## src/rtl/gray_code_decoder_pkg.sv

```systemverilog
// Shared definitions for the gray-code link: checker states, pipeline slicing
// helpers and gray<->binary reference conversions.
package gray_code_decoder_pkg;

    localparam int DEF_WIDTH = 32;

    typedef enum logic [1:0] {
        ST_SEEK  = 2'd0,
        ST_TRACK = 2'd1,
        ST_FAULT = 2'd2
    } chk_state_e;

    // Bits resolved per pipeline stage, rounded up so every bit is covered.
    function automatic int chunk_size(input int width, input int stages);
        return (width + stages - 1) / stages;
    endfunction

    function automatic int stage_hi(input int width, input int stages, input int k);
        return width - 1 - k * chunk_size(width, stages);
    endfunction

    // Trailing stages of a non-even split may own fewer bits (or none).
    function automatic int stage_lo(input int width, input int stages, input int k);
        int lo;
        lo = width - (k + 1) * chunk_size(width, stages);
        return (lo < 0) ? 0 : lo;
    endfunction

    function automatic logic [63:0] bin2gray(input logic [63:0] b);
        return b ^ (b >> 1);
    endfunction

    function automatic logic [63:0] gray2bin(input logic [63:0] g);
        logic [63:0] b;
        b[63] = g[63];
        for (int i = 62; i >= 0; i--) begin
            b[i] = b[i+1] ^ g[i];
        end
        return b;
    endfunction

endpackage

```

## src/rtl/gray_to_binary_stage.sv

```systemverilog
// One slice of the pipelined prefix-XOR: bits above HI arrive already binary,
// bits HI..LO are resolved here, bits below LO pass through still gray-coded.
module gray_to_binary_stage #(
    parameter int WIDTH = 32,
    parameter int LO    = 0,
    parameter int HI    = WIDTH - 1
) (
    input  logic             clock,
    input  logic             reset,
    input  logic [WIDTH-1:0] data_i,
    input  logic             valid_i,
    output logic [WIDTH-1:0] data_o,
    output logic             valid_o
);

    logic [WIDTH-1:0] data_d;
    logic [WIDTH-1:0] data_q;
    logic             valid_q;

    // The MSB of a gray code equals the binary MSB, so it never needs rewriting.
    always_comb begin
        data_d = data_i;
        for (int i = WIDTH - 2; i >= 0; i--) begin
            if (i >= LO && i <= HI) begin
                data_d[i] = data_d[i+1] ^ data_i[i];
            end
        end
    end

    always_ff @(posedge clock or negedge reset) begin
        if (!reset) begin
            data_q  <= '0;
            valid_q <= 1'b0;
        end else begin
            valid_q <= valid_i;
            if (valid_i) begin
                data_q <= data_d;
            end
        end
    end

    assign data_o  = data_q;
    assign valid_o = valid_q;

endmodule

```

## src/rtl/gray_code_decoder.sv

```systemverilog
// Receive side of the gray-code counter link: pipelined gray->binary decode
// followed by a +1 step checker with lock indication and saturating error count.
module gray_code_decoder
    import gray_code_decoder_pkg::*;
#(
    parameter int WIDTH  = DEF_WIDTH,
    parameter int STAGES = 4,
    parameter int ERR_W  = 16
) (
    input  logic             clock,
    input  logic             reset,
    input  logic [WIDTH-1:0] gray_in,
    input  logic             gray_valid,
    input  logic             clear,
    output logic [WIDTH-1:0] bin_out,
    output logic             bin_valid,
    output logic             step_error,
    output logic             locked,
    output logic [ERR_W-1:0] error_count,
    output logic [1:0]       dbg_state
);

    localparam logic [ERR_W-1:0] CNT_MAX = '1;

    // Handshake: gray_valid qualifies gray_in for one cycle, no backpressure;
    // bin_valid qualifies bin_out exactly STAGES cycles later, bubbles preserved.
    logic [WIDTH-1:0] pipe_data  [0:STAGES];
    logic             pipe_valid [0:STAGES];

    assign pipe_data[0]  = gray_in;
    assign pipe_valid[0] = gray_valid;

    for (genvar k = 0; k < STAGES; k++) begin : g_stage
        gray_to_binary_stage #(
            .WIDTH (WIDTH),
            .LO    (stage_lo(WIDTH, STAGES, k)),
            .HI    (stage_hi(WIDTH, STAGES, k))
        ) u_stage (
            .clock   (clock),
            .reset   (reset),
            .data_i  (pipe_data[k]),
            .valid_i (pipe_valid[k]),
            .data_o  (pipe_data[k+1]),
            .valid_o (pipe_valid[k+1])
        );
    end

    assign bin_out   = pipe_data[STAGES];
    assign bin_valid = pipe_valid[STAGES];

    chk_state_e       state_q;
    logic [WIDTH-1:0] prev_q;
    logic             step_error_q;
    logic             locked_q;
    logic [ERR_W-1:0] err_cnt_q;
    logic             good_step;

    // Natural WIDTH-bit wrap makes all-ones -> zero a legal step.
    assign good_step = (bin_out == prev_q + WIDTH'(1));

    // clear outranks a coincident sample: that sample is dropped, not used as reference.
    always_ff @(posedge clock or negedge reset) begin
        if (!reset) begin
            state_q      <= ST_SEEK;
            prev_q       <= '0;
            step_error_q <= 1'b0;
            locked_q     <= 1'b0;
            err_cnt_q    <= '0;
        end else begin
            step_error_q <= 1'b0;
            if (clear) begin
                state_q   <= ST_SEEK;
                locked_q  <= 1'b0;
                err_cnt_q <= '0;
            end else if (bin_valid) begin
                prev_q <= bin_out;
                case (state_q)
                    ST_SEEK: begin
                        state_q  <= ST_TRACK;
                        locked_q <= 1'b1;
                    end
                    ST_TRACK: begin
                        if (!good_step) begin
                            state_q      <= ST_FAULT;
                            locked_q     <= 1'b0;
                            step_error_q <= 1'b1;
                            if (err_cnt_q != CNT_MAX) err_cnt_q <= err_cnt_q + ERR_W'(1);
                        end
                    end
                    ST_FAULT: begin
                        if (good_step) begin
                            state_q  <= ST_TRACK;
                            locked_q <= 1'b1;
                        end else begin
                            step_error_q <= 1'b1;
                            if (err_cnt_q != CNT_MAX) err_cnt_q <= err_cnt_q + ERR_W'(1);
                        end
                    end
                    default: begin
                        state_q  <= ST_SEEK;
                        locked_q <= 1'b0;
                    end
                endcase
            end
        end
    end

    assign step_error  = step_error_q;
    assign locked      = locked_q;
    assign error_count = err_cnt_q;
    assign dbg_state   = state_q;

endmodule

```

## config.mk

```make
export PLATFORM = sky130hd
export DESIGN_NAME = gray_code_decoder
export DESIGN_NICKNAME = d
export VERILOG_FILES = /design/src/rtl/gray_code_decoder_pkg.sv /design/src/rtl/gray_to_binary_stage.sv /design/src/rtl/gray_code_decoder.sv
export SDC_FILE = /design/constraint.sdc
export NUM_CORES = 1
export LEC_CHECK = 0
export CAP_MARGIN = 20
export CORE_MARGIN = 2
export CORE_UTILIZATION = 52
export CTS_CLUSTER_SIZE = 14
export DETAILED_ROUTE_END_ITERATION = 8
export PLACE_DENSITY = 0.75
export SLEW_MARGIN = 0
export SYNTH_ARGS = -nofsm -noshare
export SYNTH_HDL_FRONTEND = slang
export SYNTH_HIERARCHICAL = 1
export SYNTH_SLANG_ARGS = --single-unit
```

## constraint.sdc

```tcl
create_clock -name clock -period 2.9 [get_ports clock]
set_clock_uncertainty 0.15 [all_clocks]
set_input_delay 0.435 -clock clock [delete_from_list [all_inputs] [get_ports clock]]
set_output_delay 0.435 -clock clock [all_outputs]
set_load 0.05 [all_outputs]
```

==> flow_metrics.env, run 1 <==
export IMPL_viasPerCell=5.815
export IMPL_chipWidth_um=139.1
export IMPL_syn_area_per_cell_um2=11.65
export IMPL_firstDrtPassIters=5
export IMPL_ys_ff_latch=183
export IMPL_place_congestion=0.9174
export IMPL_crit_path_end_kind="flip-flop"
export IMPL_critical_path_class="reg -> reg"
export IMPL_crit_fanout=5
export IMPL_worstMarginPinSlew_ns=0.8118
export IMPL_drive_gt1_frac=0.3141
export IMPL_maxCapViolations=0
export IMPL_cts_tree="done"
export IMPL_cp_data_arrival_time_ns=3.16
export IMPL_antenna_found_initial=0
export IMPL_cpMaxStageDelayCell="or4_4"
export IMPL_first_global_vias=6638
export IMPL_clk_pin_slew_worst_paths_ns=0.07
export IMPL_setup_violations=8
export IMPL_finalInstanceArea_um2=11820
export IMPL_die_h_um=139.1
export IMPL_grt_max_degree=70
export IMPL_async_reset_ff_frac=1.000
export IMPL_num_rows=49
export IMPL_grt_pass1_wl_mm=33.89
export IMPL_powerDensity_nw_per_um2=976.5
export IMPL_numCtsBuffers=17
export IMPL_clock_root_buffer="clkbuf_16"
export IMPL_cp_slowest_stage_delay_ns=0.54
export IMPL_synth_edff_count=0
export IMPL_setup_ws_ns=-0.08180
export IMPL_irDropWorstVdd_uv=688.8
export IMPL_min_path_type="reg -> reg"
export IMPL_htreeDepth=4
export IMPL_postPlaceCellArea_um2=10910
export IMPL_layout_common_cells="180 x dfrtp_1, 138 x mux2_2, 87 x clkdlybuf4s50_1"
export IMPL_period_needed_ns=2.982
export IMPL_final_nets=984
export IMPL_drc=0
export IMPL_cellLeakagePower_nw=4.756
export IMPL_worstPathCellList="nand3_1 > or4_4 > or3_1 > a2bb2oi_1 > nand4_1 > a211oi_2 > a21bo_2 > and3b_1 > mux2_4"
export IMPL_ios=89
export IMPL_antenna_cells=0
export IMPL_slew_viol_final=0
export IMPL_netlist_area_um2=9495
export IMPL_ys_seq_area_frac=0.4823
export IMPL_place_hpwl_mm=14.01
export IMPL_io_buffers=88
export IMPL_clock_sinks=183
export IMPL_path_delay_family="simple AND/OR/NAND/NOR gates"
export IMPL_start_util=0.5286
export IMPL_ctsLongestPathBuffers=2
export IMPL_fillers=1349
export IMPL_fmax_ghz=0.3354
export IMPL_path_buf_inv=0
export IMPL_max_slew_margin=0.4549
export IMPL_routed_wl_mm=20.65
export IMPL_worstSetupStartpointType="flip-flop"
export IMPL_rsz0062_at_grt="true"
export IMPL_syn2layout_area_growth_pct=24.50
export IMPL_ant_nets=0
export IMPL_core_area_um2=17960
export IMPL_hold_violations=0
export IMPL_drtIter0Drc=380
export IMPL_total_power_mw=11.54
export IMPL_crit_required_ns=3.08
export IMPL_wl_per_cell_um=17.44
export IMPL_vias=6885
export IMPL_status="finished with violations"
export IMPL_syn_num_nets=857
export IMPL_post_route_period_util=1.028
export IMPL_layout_commonest_cell="dfrtp_1"
export IMPL_die_area_um2=19360
export IMPL_violations="setup timing"
export IMPL_ys_warn_count=6
export IMPL_yosysUniqueCellTypes=65
export IMPL_hold_ws_ns=0.3551
export IMPL_clk_latency_ns=0.44
export IMPL_grt_usage=0.2161
export IMPL_ys_flop_type="dfrtp_1"
export IMPL_synthCells=815
export IMPL_grt_overflow=0
[state kept, by name, indices dropped and copies added (netlist names)]
register / count
g_stage.u_stage/data_o: 128
prev_q: 32
error_count: 16
g_stage.u_stage/valid_o: 4
dbg_state: 2
step_error: 1
[report_power, final]
part	internal, mW	leakage (nW)	total (mW)	switching (mW)
combinational	2.34	2.30	4.95	2.61
sequential	3.32	2.17	4.19	0.869
clock	1.31	0.293	2.40	1.09
[metal layers]
metal	track usage	part of all wire	routed length [µm]
met5	0	0	0
met4	0.07018	0.018	367
met3	0.03971	0.044	905
met2	0.3399	0.48	9846
met1	0.3061	0.46	9525
[logic make-up after synthesis]
| kind of cell | count (synthesis) | share of synthesized area |
|---|---|---|
| AND/OR/NAND/NOR | 238 | 0.1438 |
| flip-flops | 183 | 0.4823 |
| multiplexers | 147 | 0.1753 |
| AO/OA/AOI/OAI | 101 | 0.06720 |
| XOR/XNOR | 85 | 0.09817 |
| adder cells (fa/ha/maj) | 6 | 0.007906 |
| buffers and inverters | 55 | 0.02543 |
[timing repair]
action	in CTS	in global routing
resized for setup	10	42
pin swaps	2	21
endpoints found under the hold margin	66	0
endpoints found under the setup margin	7	18
buffers inserted	4	3
hold buffers	1	0
cloned	0	2
[path summary, 6_finish.rpt]
kind,start,endpoint,slack (ns),depth (start not counted)
min in group asynchronous,reset,g_stage[0].u_stage/data_o[19],0.41,2
max in group asynchronous,reset,prev_q[6],1.41,3
min,g_stage[0].u_stage/data_o[12],g_stage[1].u_stage/data_o[12],0.36,1
max,prev_q[20],error_count[4],-0.08,9
max reg2reg,prev_q[20],error_count[4],-0.08,9
min reg2reg,g_stage[0].u_stage/data_o[12],g_stage[1].u_stage/data_o[12],0.36,1
[worst register-to-register path, cell delays in order (launching register included)]
cell and delay (ns):
dfrtp_1 0.42, nand3_1 0.10, or4_4 0.54, or3_1 0.40
a2bb2oi_1 0.14, nand4_1 0.16, a211oi_2 0.22, a21bo_2 0.25
and3b_1 0.21, mux2_4 0.29
[Yosys cell counts (10+ instances only)]
| library cell | n | area share |
|---|---|---|
| nor3_1 | 14 | 0.0074 |
| buf_1 | 12 | 0.0047 |
| mux2_2 | 138 | 0.16 |
| buf_2 | 12 | 0.0063 |
| nand4_1 | 28 | 0.018 |
| a21oi_1 | 33 | 0.017 |
| xor2_1 | 19 | 0.018 |
| inv_1 | 14 | 0.0055 |
| nand3_1 | 24 | 0.013 |
| nand2_1 | 50 | 0.020 |
| xnor2_1 | 50 | 0.046 |
| or3_1 | 13 | 0.0086 |
| nor2_1 | 34 | 0.013 |
| a41oi_1 | 10 | 0.0092 |
| o21ai_0 | 22 | 0.012 |
| dfrtp_1 | 183 | 0.48 |
| clkbuf_1 | 13 | 0.0051 |
[area by class of cell]
| class | instances | area (µm²) | share of cell area |
|---|---|---|---|
| clock inverters | 14 | 180.2 | 0.01524 |
| multi-input cells | 577 | 4885 | 0.4132 |
| inverters | 14 | 52.55 | 0.004445 |
| repair buffers | 149 | 1405 | 0.1189 |
| clock buffers | 18 | 429.2 | 0.03630 |
| well taps | 229 | 286.5 | 0.02424 |
| flip-flops and latches | 183 | 4583 | 0.3877 |
[through the flow]
step / utilization / std cells / setup slack, ns / setup TNS, ns
finish: 0.6581 / 1184 / -0.08180 / -0.3835
global route: 0.6581 / 1184 / -0.2440 / -3.143
CTS: 0.6460 / 1179 / -0.02587 / -0.04120
detailed placement: 0.6074 / 1142 / -0.08834 / -0.3473
global placement: 0.6074 / 1142 / -0.01352 / -0.03166
floorplan: - / 815 / 0.008461 / 0
(Power assumes the default switching activity.)
==> run 2: changes to the inputs <==
Settings changed: CTS_CLUSTER_SIZE 14 to default, HOLD_SLACK_MARGIN from default to 0.03.
==> results of run 2 <==
Final layout, timing and power as in run 1 (identical DEF).
